<file path="src/rtl/dff_debounce_pkg.sv">
// Shared types and limits for the debounce / edge-detect stage behind the
// synchronous-reset D flip-flop.
package dff_debounce_pkg;

  typedef enum logic [1:0] {
    S_LOW,
    S_LOW_CHK,
    S_HIGH,
    S_HIGH_CHK
  } state_t;

  localparam int MAX_STABLE = 255;

endpackage

</file>
<file path="src/rtl/dff_debounce_edge_if.sv">
// Bit stream in, debounced level / edge pulses / rising-edge count out.
interface dff_debounce_edge_if #(
  parameter int CNT_W = 8
);
  logic             din;
  logic             clr_cnt;
  logic             dout;
  logic             rise;
  logic             fall;
  logic [CNT_W-1:0] edge_cnt;

  modport master (output din, clr_cnt, input dout, rise, fall, edge_cnt);
  modport slave  (input din, clr_cnt, output dout, rise, fall, edge_cnt);
endinterface

</file>
<file path="src/rtl/dff_debounce_edge_sat_counter.sv">
// Saturating up-counter; a clear on the same edge as an increment yields 1.
module sat_counter #(
  parameter int W = 8
) (
  input  logic         clk,
  input  logic         reset,
  input  logic         clr,
  input  logic         inc,
  output logic [W-1:0] cnt
);
  localparam logic [W-1:0] CNT_MAX = '1;

  logic [W-1:0] base;

  // Clear is applied before the increment so a colliding event still counts.
  assign base = clr ? '0 : cnt;

  always_ff @(posedge clk) begin
    if (reset) begin
      cnt <= '0;
    end else if (inc && (base != CNT_MAX)) begin
      cnt <= base + 1'b1;
    end else begin
      cnt <= base;
    end
  end

endmodule

</file>
<file path="src/rtl/dff_debounce_edge.sv">
// Debounces an already-registered bit: a new level must be seen on
// STABLE_CYCLES consecutive samples before dout follows it.
module dff_debounce_edge
  import dff_debounce_pkg::*;
#(
  parameter int STABLE_CYCLES = 4,
  parameter int CNT_W         = 8
) (
  input  logic                clk,
  input  logic                reset,
  dff_debounce_edge_if.slave  bus
);
  localparam int             SC_W = $clog2(STABLE_CYCLES);
  localparam logic [SC_W-1:0] LAST = SC_W'(STABLE_CYCLES - 1);

  generate
    if (STABLE_CYCLES < 2 || STABLE_CYCLES > MAX_STABLE) begin : g_bad_stable
      $error("dff_debounce_edge: STABLE_CYCLES must be in 2..255");
    end
  endgenerate

  state_t          state_q;
  logic [SC_W-1:0] stab_q;
  logic            dout_q;
  logic            rise_q;
  logic            fall_q;
  logic            rise_d;
  logic            fall_d;

  // Acceptance is decoded ahead of the edge so the counter bumps on the
  // same edge that raises the rise pulse.
  assign rise_d = (state_q == S_LOW_CHK)  &&  bus.din && (stab_q == LAST);
  assign fall_d = (state_q == S_HIGH_CHK) && !bus.din && (stab_q == LAST);

  // NOTE: every register in this block uses <= so all next-state terms read
  // the pre-edge values; blocking here would chain updates within one edge.
  always_ff @(posedge clk) begin
    if (reset) begin
      state_q <= S_LOW;
      stab_q  <= '0;
      dout_q  <= 1'b0;
      rise_q  <= 1'b0;
      fall_q  <= 1'b0;
    end else begin
      rise_q <= rise_d;
      fall_q <= fall_d;
      case (state_q)
        S_LOW: begin
          if (bus.din) begin
            state_q <= S_LOW_CHK;
            stab_q  <= SC_W'(1);
          end
        end
        S_LOW_CHK: begin
          if (!bus.din) begin
            state_q <= S_LOW;
            stab_q  <= '0;
          end else if (stab_q == LAST) begin
            state_q <= S_HIGH;
            dout_q  <= 1'b1;
            stab_q  <= '0;
          end else begin
            stab_q  <= stab_q + 1'b1;
          end
        end
        S_HIGH: begin
          if (!bus.din) begin
            state_q <= S_HIGH_CHK;
            stab_q  <= SC_W'(1);
          end
        end
        S_HIGH_CHK: begin
          if (bus.din) begin
            state_q <= S_HIGH;
            stab_q  <= '0;
          end else if (stab_q == LAST) begin
            state_q <= S_LOW;
            dout_q  <= 1'b0;
            stab_q  <= '0;
          end else begin
            stab_q  <= stab_q + 1'b1;
          end
        end
        default: begin
          state_q <= S_LOW;
          stab_q  <= '0;
        end
      endcase
    end
  end

  sat_counter #(.W(CNT_W)) u_edge_cnt (
    .clk   (clk),
    .reset (reset),
    .clr   (bus.clr_cnt),
    .inc   (rise_d),
    .cnt   (bus.edge_cnt)
  );

  assign bus.dout = dout_q;
  assign bus.rise = rise_q;
  assign bus.fall = fall_q;

endmodule

</file>
<file path="src/flat_wrapper.sv">
// flat-port wrapper written by rule: the top's interface ports become plain ports
module dff_debounce_edge_flat import dff_debounce_pkg::*;
#(
  parameter int STABLE_CYCLES = 4,
  parameter int CNT_W         = 8
)
  (clk, reset, bus_din, bus_clr_cnt, bus_dout, bus_rise, bus_fall, bus_edge_cnt);
  dff_debounce_edge_if #(.CNT_W(CNT_W)) bus_i ();
  input  logic clk;
  input  logic reset;
  input wire logic [$bits(bus_i.din)-1:0] bus_din;
  input wire logic [$bits(bus_i.clr_cnt)-1:0] bus_clr_cnt;
  output wire logic [$bits(bus_i.dout)-1:0] bus_dout;
  output wire logic [$bits(bus_i.rise)-1:0] bus_rise;
  output wire logic [$bits(bus_i.fall)-1:0] bus_fall;
  output wire logic [$bits(bus_i.edge_cnt)-1:0] bus_edge_cnt;
  assign bus_i.din = bus_din;
  assign bus_i.clr_cnt = bus_clr_cnt;
  assign bus_dout = bus_i.dout;
  assign bus_rise = bus_i.rise;
  assign bus_fall = bus_i.fall;
  assign bus_edge_cnt = bus_i.edge_cnt;
  dff_debounce_edge #(.STABLE_CYCLES(STABLE_CYCLES), .CNT_W(CNT_W)) u_core (.clk(clk), .reset(reset), .bus(bus_i));
endmodule
</file>
<file path="config.mk">
export PLATFORM = sky130hd
export DESIGN_NAME = dff_debounce_edge_flat
export DESIGN_NICKNAME = d
export VERILOG_FILES = /design/src/rtl/dff_debounce_pkg.sv /design/src/rtl/dff_debounce_edge_if.sv /design/src/rtl/dff_debounce_edge_sat_counter.sv /design/src/rtl/dff_debounce_edge.sv /design/src/flat_wrapper.sv
export SDC_FILE = /design/constraint.sdc
export NUM_CORES = 1
export LEC_CHECK = 0
export ABC_AREA = 1
export BUFFER_PORTS_ARGS = -buffer_cell sky130_fd_sc_hd__buf_4
export CAP_MARGIN = 0
export CORE_MARGIN = 1.5
export CORE_UTILIZATION = 47
export CTS_CLUSTER_SIZE = 30
export DETAILED_ROUTE_END_ITERATION = 10
export GPL_ROUTABILITY_DRIVEN = 0
export MAX_ROUTING_LAYER = met4
export PLACE_DENSITY = 0.8
export RECOVER_POWER = 50
export SLEW_MARGIN = 15
export SYNTH_ARGS = -nofsm -noshare
export SYNTH_HDL_FRONTEND = slang
export SYNTH_SLANG_ARGS = --single-unit
</file>
<file path="constraint.sdc">
create_clock -name clk -period 1.35 [get_ports clk]
set_input_delay 0 -clock clk [delete_from_list [all_inputs] [get_ports clk]]
set_output_delay 0 -clock clk [all_outputs]
set_load 0.01 [all_outputs]
</file>
==> results.yml <==
die:
  start_util_pct: 49.60
  die_w_um: 45.46
  io_pins: 15
  coreArea_um2: 1708
  rows: 15
  dieArea_um2: 2066
  die_h_um: 45.46
final_layout:
  final_cell_mix: "21 x nand2_1, 18 x buf_4, 17 x nor2_1"
  area_growth_pct: 29.25
  n_antenna_cell: 0
  drive_gt1_share_pct: 37.32
  layout_commonest_cell: "nand2_1"
  fin_nets: 149
synthesis:
  ys_seq_area_share_pct: 35.45
  ys_types: 22
  synth_nets: 123
  synth-adder-area-share_pct: 2.954
  synth_cells: 117
  synth_top_area_share_pct: 35.45
  synthesis.area_um2: 847.1
  ys_warn_count: 0
  synth_xor_area_share_pct: 1.034
  muxShareOfSynthArea_pct: 0
  ys_ff_latch: 15
  yosys.area_share.simple_pct: 43.87
  synth_top_area_cell: "dfxtp_1"
  avgSynthCellArea_um2: 7.240
  synth_top_family_by_area: "simple AND/OR/NAND/NOR gates"
  synth_compound_area_share_pct: 8.419
  synthTopCellsByArea: "dfxtp_1 35%, nand2_1 12%, nor2_1 8.0%"
sta:
  fin_setup_tns_ns: 0
  slew_violations: 0
  slew_headroom_pct: 83.08
  finalCritPeriodShare_pct: 98.08
  rsz0062_at_grt: "yes"
  clock_skew_ns: 0.003920
  worst-slew-pin-transition_ns: 0.2536
  maxClockFrequency_ghz: 0.7552
  hold_violations: 0
  fin_crit_ns: 1.324
  setup_viol_count_final: 0
setup_path:
  cp-start-kind: "flop"
  worstPathArrival_ns: 1.51
  cp.required_ns: 1.54
  ff2ff_path_depth: 10
  critPathMaxFanout: 4
  crit_type: "flop to flop"
  crit_path_end_kind: "flop"
clock_tree:
  cts_max_path_buffers: 2
  cts_root_buf: "clkbuf_4"
  htree_levels: 1
  cts_tree: "done"
  cts_sinks: 15
  cts-buffers-inserted: 3
  clk_pin_slew_ns: 0.09
  insertion_delay_ns: 0.29
grt:
  grtUsageTotal_pct: 20.32
  antenna_found_initial: 0
  grt_max_degree: 9
  grt_pass1_vias: 692
  grt_pass1_wl_mm: 2.856
  gr-total-overflow: 0
placement:
  dp_hpwl_mm: 1.295
  port_buffers: 14
pwr:
  ir_worst_vdd_uv: 604.2
  p_per_area_nw_per_um2: 689.6
  power_leakage_nw: 0.5489
  p_total_w: 0.0007549
routing:
  via_per_inst: 4.844
  post_drt_wl_per_cell_um: 11.01
  drc: 0
  drt_iter0_drc: 21
  wl_mm: 1.838
  antenna_left: 0
  vias: 809
  first_pass_iters: 4
status:
  status: "complete, no violations"
hold_path:
  hold_class: "input pin to flop"
  hold_path_depth: 3
job:
  cap_violations: 0
## power breakdown
group / switching (W) / internal [W] / leakage (nW)
Clock: 0.000141 / 0.000115 / 0.0150
Combinational: 0.0000300 / 0.0000191 / 0.411
Sequential: 0.00000383 / 0.000447 / 0.122
## logic make-up after synthesis
logic type	after synthesis
simple gates	69
flops	15
xor+xnor	1
fa+ha+maj	2
compound gates	12
buf+inv	18
## final cells by class
| cell class | instances | area (um2) |
|---|---|---|
| Clock buffer | 4 | 26.28 |
| Fill cell | 147 | 613.1 |
| Inverter | 18 | 72.57 |
| Multi-Input combinational cell | 84 | 509.2 |
| Sequential cell | 15 | 302.8 |
| Tap cell | 25 | 31.28 |
| Timing Repair Buffer | 21 | 152.6 |
## stage by stage
stage / instance area, um2 / util [%] / cells / hold WS, ns / setup WS, ns
2_1_floorplan: 852.1 / - / 117 / 0.05508 / 0.01047
3_3_place_gp: 1011 / 59.19 / 159 / 0.2010 / 0.03441
3_5_place_dp: 1011 / 59.19 / 159 / 0.1989 / -0.01134
4_1_cts: 1075 / 62.93 / 165 / 0.001801 / 0.01281
5_1_grt: 1095 / 64.10 / 167 / 0.04621 / -0.06711
6_report: 1095 / 64.10 / 167 / 0.009620 / 0.02593
## registers in the layout, indices dropped and copies added, names as in the netlist, named ones only
| signal | flops |
|---|---|
| u_core.state_q | 1 |
| u_core.bus.rise | 1 |
| u_core.u_edge_cnt.cnt | 8 |
| u_core.stab_q | 2 |
| u_core.bus.fall | 1 |
| u_core.bus.dout | 1 |
## synth_stat cells
master   instances
nand2_2          3
xnor2_1          1
nand3_2          2
o21ai_1          1
dfxtp_1         15
ha_1             2
a31oi_1          2
nor2_1          18
nand3_1          4
inv_1           14
nand4_1          6
a21oi_1          5
nor2_8           2
a21oi_2          2
nand2_1         26
nor2_2           4
inv_4            1
nor2_4           1
nand2_4          3
o22ai_1          1
o21ai_0          1
inv_2            3
## layer usage
metal | track usage (%) | wire length (um) | share of wire, % | vias to the layer above
met5 | - | 0 | 0 | -
met4 | 15.29 | 50 | 2.7 | 0
met3 | 2.381 | 52 | 2.8 | 5
met2 | 32.96 | 949 | 52 | 15
met1 | 22.49 | 786 | 43 | 364
li1 | - | - | - | 425
## repair_timing
| action | in CTS | in global routing |
|---|---|---|
| buffers inserted | 1 | 2 |
| hold buffers | 1 | 0 |
| endpoints found under the hold margin | 4 | 0 |
| gates resized for setup | 6 | 5 |
| pin swaps | 2 | 4 |
| cloned | 0 | 0 |
| endpoints found under the setup margin | 5 | 7 |
## worst max-delay path: stages, from the launching register on
cell and delay, ns:
dfxtp_2 0.35, nand2_2 0.07, inv_2 0.09, ha_4 0.14, nand2_4 0.06, nor2_8 0.13, nand2_2 0.07, nor2_4 0.10
nor2_1 0.06, nor2_1 0.10, nor2_1 0.05
## worst paths after layout
path | startpoint | to | slack, ns
setup reg to reg | u_core.u_edge_cnt.cnt[0] | u_core.u_edge_cnt.cnt[7] | 0.03
setup / recovery | u_core.u_edge_cnt.cnt[0] | u_core.u_edge_cnt.cnt[7] | 0.03
hold / removal | bus_din | flop | 0.01
hold reg to reg | u_core.bus.dout | u_core.bus.dout | 0.47
Note: power is estimated with default switching activity, not from simulation.
